**src/rtl/li_seq_pkg.sv**
```systemverilog
// Shared encodings for the load-immediate sequencer: extender modes, ALU
// operations, FSM states and the value classification.
package li_seq_pkg;

  typedef enum logic [1:0] {
    EXT_ZERO  = 2'b00,
    EXT_SIGN  = 2'b01,
    EXT_UPPER = 2'b10
  } ext_sel_t;

  typedef enum logic [1:0] {
    ALU_ADD = 2'b00,
    ALU_OR  = 2'b01
  } alu_op_t;

  typedef enum logic [1:0] {
    S_IDLE   = 2'b00,
    S_ISSUE1 = 2'b01,
    S_ISSUE2 = 2'b10,
    S_DONE   = 2'b11
  } state_t;

  typedef enum logic [1:0] {
    SINGLE_ORI   = 2'b00,
    SINGLE_ADDIU = 2'b01,
    SINGLE_LUI   = 2'b10,
    PAIR         = 2'b11
  } li_class_t;

  localparam logic [4:0] REG_ZERO = 5'd0;

endpackage

```
**src/rtl/li_value_classifier.sv**
```systemverilog
// Picks the shortest legal immediate sequence for a 2*IMM_W-bit constant.
module li_value_classifier
  import li_seq_pkg::*;
#(
  parameter int IMM_W = 16
) (
  input  logic [2*IMM_W-1:0] value,
  output li_class_t          cls
);

  logic [IMM_W-1:0] hi;
  logic [IMM_W-1:0] lo;

  assign hi = value[2*IMM_W-1:IMM_W];
  assign lo = value[IMM_W-1:0];

  // Priority order matters: zero upper half wins first (covers value 0),
  // then a sign-extendable negative, then a pure upper-half constant.
  always_comb begin
    if (hi == '0) begin
      cls = SINGLE_ORI;
    end else if ((hi == '1) && lo[IMM_W-1]) begin
      cls = SINGLE_ADDIU;
    end else if (lo == '0) begin
      cls = SINGLE_LUI;
    end else begin
      cls = PAIR;
    end
  end

endmodule

```
**src/rtl/load_immediate_sequencer.sv**
```systemverilog
// Expands an 'li' request into one or two immediate operations on the shared
// single-cycle datapath, issuing each only when the slot is granted.
module load_immediate_sequencer
  import li_seq_pkg::*;
#(
  parameter int IMM_W = 16,
  parameter int REG_W = 5
) (
  input  logic               clk,
  input  logic               rst_n,
  input  logic               req,
  input  logic [2*IMM_W-1:0] req_value,
  input  logic [REG_W-1:0]   req_rt,
  output logic               ready,
  input  logic               dp_grant,
  output logic [IMM_W-1:0]   imm_16bit,
  output logic [1:0]         ext_sel,
  output logic [REG_W-1:0]   src_rs,
  output logic [1:0]         alu_op,
  output logic               reg_write,
  output logic [REG_W-1:0]   write_reg,
  output logic               done
);

  state_t             state;
  state_t             state_next;
  li_class_t          cls_d;
  li_class_t          cls_q;
  logic [2*IMM_W-1:0] value_q;
  logic [REG_W-1:0]   rt_q;
  logic               accept;
  logic               rt_is_zero;

  assign accept     = (state == S_IDLE) && req;
  assign rt_is_zero = (req_rt == REG_W'(REG_ZERO));

  li_value_classifier #(.IMM_W(IMM_W)) u_classifier (
    .value (req_value),
    .cls   (cls_d)
  );

  // State register and request capture; the latched copy isolates the
  // sequence from any input changes while it runs.
  // NOTE: sequential state uses non-blocking assignments so every register
  // samples pre-edge values; the latched request is reset too so a stale
  // value can never be presented after reset.
  always_ff @(posedge clk or negedge rst_n) begin
    if (!rst_n) begin
      state   <= S_IDLE;
      value_q <= '0;
      rt_q    <= '0;
      cls_q   <= SINGLE_ORI;
    end else begin
      state <= state_next;
      if (accept) begin
        value_q <= req_value;
        rt_q    <= req_rt;
        cls_q   <= cls_d;
      end
    end
  end

  // Next-state and datapath-control decode; reg_write follows dp_grant
  // combinationally so a write happens only in the granted cycle.
  // NOTE: every output gets a default first so no path leaves a latch.
  always_comb begin
    state_next = state;
    ready      = (state == S_IDLE);
    done       = (state == S_DONE);
    imm_16bit  = '0;
    ext_sel    = EXT_ZERO;
    src_rs     = '0;
    alu_op     = ALU_ADD;
    reg_write  = 1'b0;
    write_reg  = '0;

    case (state)
      S_IDLE: begin
        if (req) begin
          state_next = rt_is_zero ? S_DONE : S_ISSUE1;
        end
      end

      S_ISSUE1: begin
        reg_write = dp_grant;
        write_reg = rt_q;
        case (cls_q)
          SINGLE_ORI: begin
            imm_16bit = value_q[IMM_W-1:0];
            ext_sel   = EXT_ZERO;
            alu_op    = ALU_OR;
          end
          SINGLE_ADDIU: begin
            imm_16bit = value_q[IMM_W-1:0];
            ext_sel   = EXT_SIGN;
            alu_op    = ALU_ADD;
          end
          default: begin
            // SINGLE_LUI and the first half of PAIR load the upper half.
            imm_16bit = value_q[2*IMM_W-1:IMM_W];
            ext_sel   = EXT_UPPER;
            alu_op    = ALU_ADD;
          end
        endcase
        if (dp_grant) begin
          state_next = (cls_q == PAIR) ? S_ISSUE2 : S_DONE;
        end
      end

      S_ISSUE2: begin
        // ORI the low half into the register the LUI just wrote.
        reg_write = dp_grant;
        write_reg = rt_q;
        imm_16bit = value_q[IMM_W-1:0];
        ext_sel   = EXT_ZERO;
        alu_op    = ALU_OR;
        src_rs    = rt_q;
        if (dp_grant) begin
          state_next = S_DONE;
        end
      end

      default: begin
        state_next = S_IDLE;
      end
    endcase
  end

endmodule
```
**config.mk**
```make
export PLATFORM = sky130hd
export DESIGN_NAME = load_immediate_sequencer
export DESIGN_NICKNAME = d
export VERILOG_FILES = /design/src/rtl/li_seq_pkg.sv /design/src/rtl/li_value_classifier.sv /design/src/rtl/load_immediate_sequencer.sv
export SDC_FILE = /design/constraint.sdc
export NUM_CORES = 1
export LEC_CHECK = 0
export CORE_MARGIN = 4
export CORE_UTILIZATION = 45
export CTS_CLUSTER_SIZE = 30
export DETAILED_ROUTE_END_ITERATION = 8
export PLACE_DENSITY = 0.89
export SYNTH_ARGS = -nofsm -noshare
export SYNTH_HDL_FRONTEND = slang
export SYNTH_HIERARCHICAL = 1
export SYNTH_SLANG_ARGS = --single-unit
export TNS_END_PERCENT = 20
```
**constraint.sdc**
```tcl
create_clock -name clk -period 4.7 [get_ports clk]
set_clock_uncertainty 0.05 [all_clocks]
set_input_delay 0.47 -clock clk [delete_from_list [all_inputs] [get_ports clk]]
set_output_delay 0.47 -clock clk [all_outputs]
set_load 0.005 [all_outputs]
```
==> run metrics <==
outcome=finished, final reports clean; critical path data required time=4.18 ns; hold_buf cts=0; RSZ-0062 raised after global routing=no; combinational share of power=around half; register area share after synthesis=between 50% and 60%; post-synthesis async set-or-reset flop share=between 90% and 100%; total gr overflow=0; detailed-router iteration count before antenna repair=4; post-cts sizing count=0; number of I/O pins=74; DP HPWL=approximately 3800 um; Buf/Inv on CP=2; vias in the first global route=~1600; Row Count=24; Setup violations, final=0; cell area after layout=2880 um2; Ant. Diodes=0; global-route wire length before repair=7830 um; initial core utilization=around 47%; clk sinks=41; routed wire length=~5000 um; Int Pwr=between 1000 and 1500 uW; P_sw=about 540 uW; crit end category=primary output; die area=5660 um2; minimum clock period=slightly above 3 ns; Flop pwr share=35.2%; fraction of layout cells with a size suffix above 1=23.5%; Max Cap Violations=0; Worst-path clk slew=0.08 ns; flop-to-flop setup slack=2.89 ns; initial antenna violation count=0; HP Class=primary input to asynchronous set/reset pin; Die Span Y=75.3 um; Detail Route Antenna Nets=0; Num CTS Buffers=5; Post-synth EDFFs=0; TritonCTS clock tree=yes; GRT Util Overall=between 10% and 20%; slowest stage delay, CP=roughly 0.57 ns; Netlist cell types=28; Crit-path slowest cell=o21a_1; part of the power in the clock network=between 10 and 15%; FF-to-FF Start=state[0]$_DFFE_PN0P_; cells after synthesis=around 160; NumNets Final=~280; crit path DAT=~2.6 ns; Final Hold Fails=0; mapped cell area=2040 um2; setup TNS=0 ns; Synth Net Count=about 200; RePlAce Congestion=about 0.80; drt wl/cell=about 18 um; final period utilization=approximately two thirds; Yosys warnings=6; placed cell area=2780 um2; switch share=between 30% and 40%; DR vias=1561; H-tree levels=2; cell breakdown of the critical path=inv_1, ha_1, o21a_1, a21boi_0, clkdlybuf4s50_1; Slew Limit Fails=0; initial DRC count=119; syn avg cell area=~13 um2; Main synth FF type=dfrtp_1; critical path class=flop to primary output; Max Fclk=approximately 320 MHz; Post-CTS Setup Bufs=0; worst vdd ir=0.312 mV; CTS max path bufs=2; largest net degree at the start of global routing=42; DR vias/cell=between 5 and 6; Core Region=4350 um2; CTS Root Cell=clkbuf_8; worst slew pin tran=around 0.89 ns; Clock Latency Late Sink=~0.29 ns; IO Port Bufs=72; Worst slew margin=between 40% and 50%; number of synthesized register bits=41; Leak=between 0.001 and 0.0015 uW; Horiz. Die Dim=75.3 um; CP startpoint=state[0]$_DFFE_PN0P_; delay-heaviest family, CP=compound AO/OA/AOI/OAI gates; Syn-to-layout area delta=41.6%; CP startpoint kind=flop; Power Density=roughly 600 nW/um2; DRC=0; Max FO, Critical Path=17
==> cell type report <==
type	instances	area (um2)
Tap cell	52	65.1
Timing Repair Buffer	73	723
Clock buffer	7	96.3
Inverter	4	15.0
Sequential cell	41	1030
Multi-Input combinational cell	104	952
Fill cell	329	1470
Clock inverter	1	5.00
==> synth_stat cells (all sizes together), types with 2 or more instances <==
library cell  number  area share (%)
nand2              2            0.37
a41oi              2            0.86
inv                4            0.74
nor4               9             3.1
and2              13             4.0
buf                7             1.8
ha                 5             3.1
a22o              16             6.9
nand4              3            0.92
dfrtp             41              50
mux2              41              23
==> power groups by stage <==
stage	sequential [uW]	combinational (uW)	clock, uW
finish	626	905	247
detailed placement	631	913	0
floorplan	598	510	0
global placement	619	892	0
global route	643	987	268
CTS	624	918	255
==> stage by stage <==
step / setup WS, ns / power, uW / utilization, % / instances / hold slack, ns
after floorplan: 2.65 / 1110 / - / 157 / 0.124
after global placement: 2.00 / 1510 / 63.9 / 274 / 0.437
after detailed placement: 1.91 / 1540 / 63.9 / 274 / 0.444
after CTS: 1.58 / 1800 / 66.2 / 282 / 0.267
after global routing: 1.34 / 1900 / 66.2 / 282 / 0.328
final: 1.59 / 1780 / 66.2 / 282 / 0.251
==> cell families after synthesis <==
logic type               after synthesis  share of synthesized area (%)
AO/OA/AOI/OAI                         24                           10.4
adder cells (fa/ha/maj)                5                           3.07
buffers and inverters                 12                           2.83
flip-flops                            41                           50.4
multiplexers                          41                           22.7
other                                  1                          0.184
AND/OR/NAND/NOR                       33                           10.4
==> registers in the layout (all words and copies together), names as in the netlist <==
name	count
state	2
value_q	32
rt_q	5
cls_q	2
==> final timing paths <==
| kind | cells past startpoint | end |
|---|---|---|
| max | 5 | alu_op[0] |
| min in group clk | 1 | value_q[5]$_DFFE_PN0P_ |
| min reg2reg | 1 | value_q[5]$_DFFE_PN0P_ |
| max reg2reg | 5 | value_q[21]$_DFFE_PN0P_ |
| min | 1 | value_q[20]$_DFFE_PN0P_ |
| max in group asynchronous | 1 | value_q[14]$_DFFE_PN0P_ |
==> worst register-to-register path, stage by stage, from the launching register on <==
cell and delay, ns:
dfrtp_1 0.42, inv_1 0.09, ha_1 0.23, nand2_1 0.06, buf_4 0.42, mux2_2 0.43
==> metal layers <==
layer  vias to the layer above  share of wire (%)  GRT usage (%)
li1                        736                  -              -
met1                       778                 42           22.9
met2                        38                 52           32.8
met3                         9                4.5           4.27
met4                         0                1.6           6.80
met5                         -                  0              0
==> placed cells by master (no fill, tap or decap), types with 2 or more instances in the layout <==
cell,count
ha_1,5
nor4_1,8
a22o_1,16
mux2_2,40
clkbuf_8,7
and2_1,13
a41oi_1,2
inv_1,4
nand2_1,2
clkdlybuf4s50_1,71
dfrtp_1,41
nand4_1,3
No activity file was read; power rests on OpenSTA's default activity.
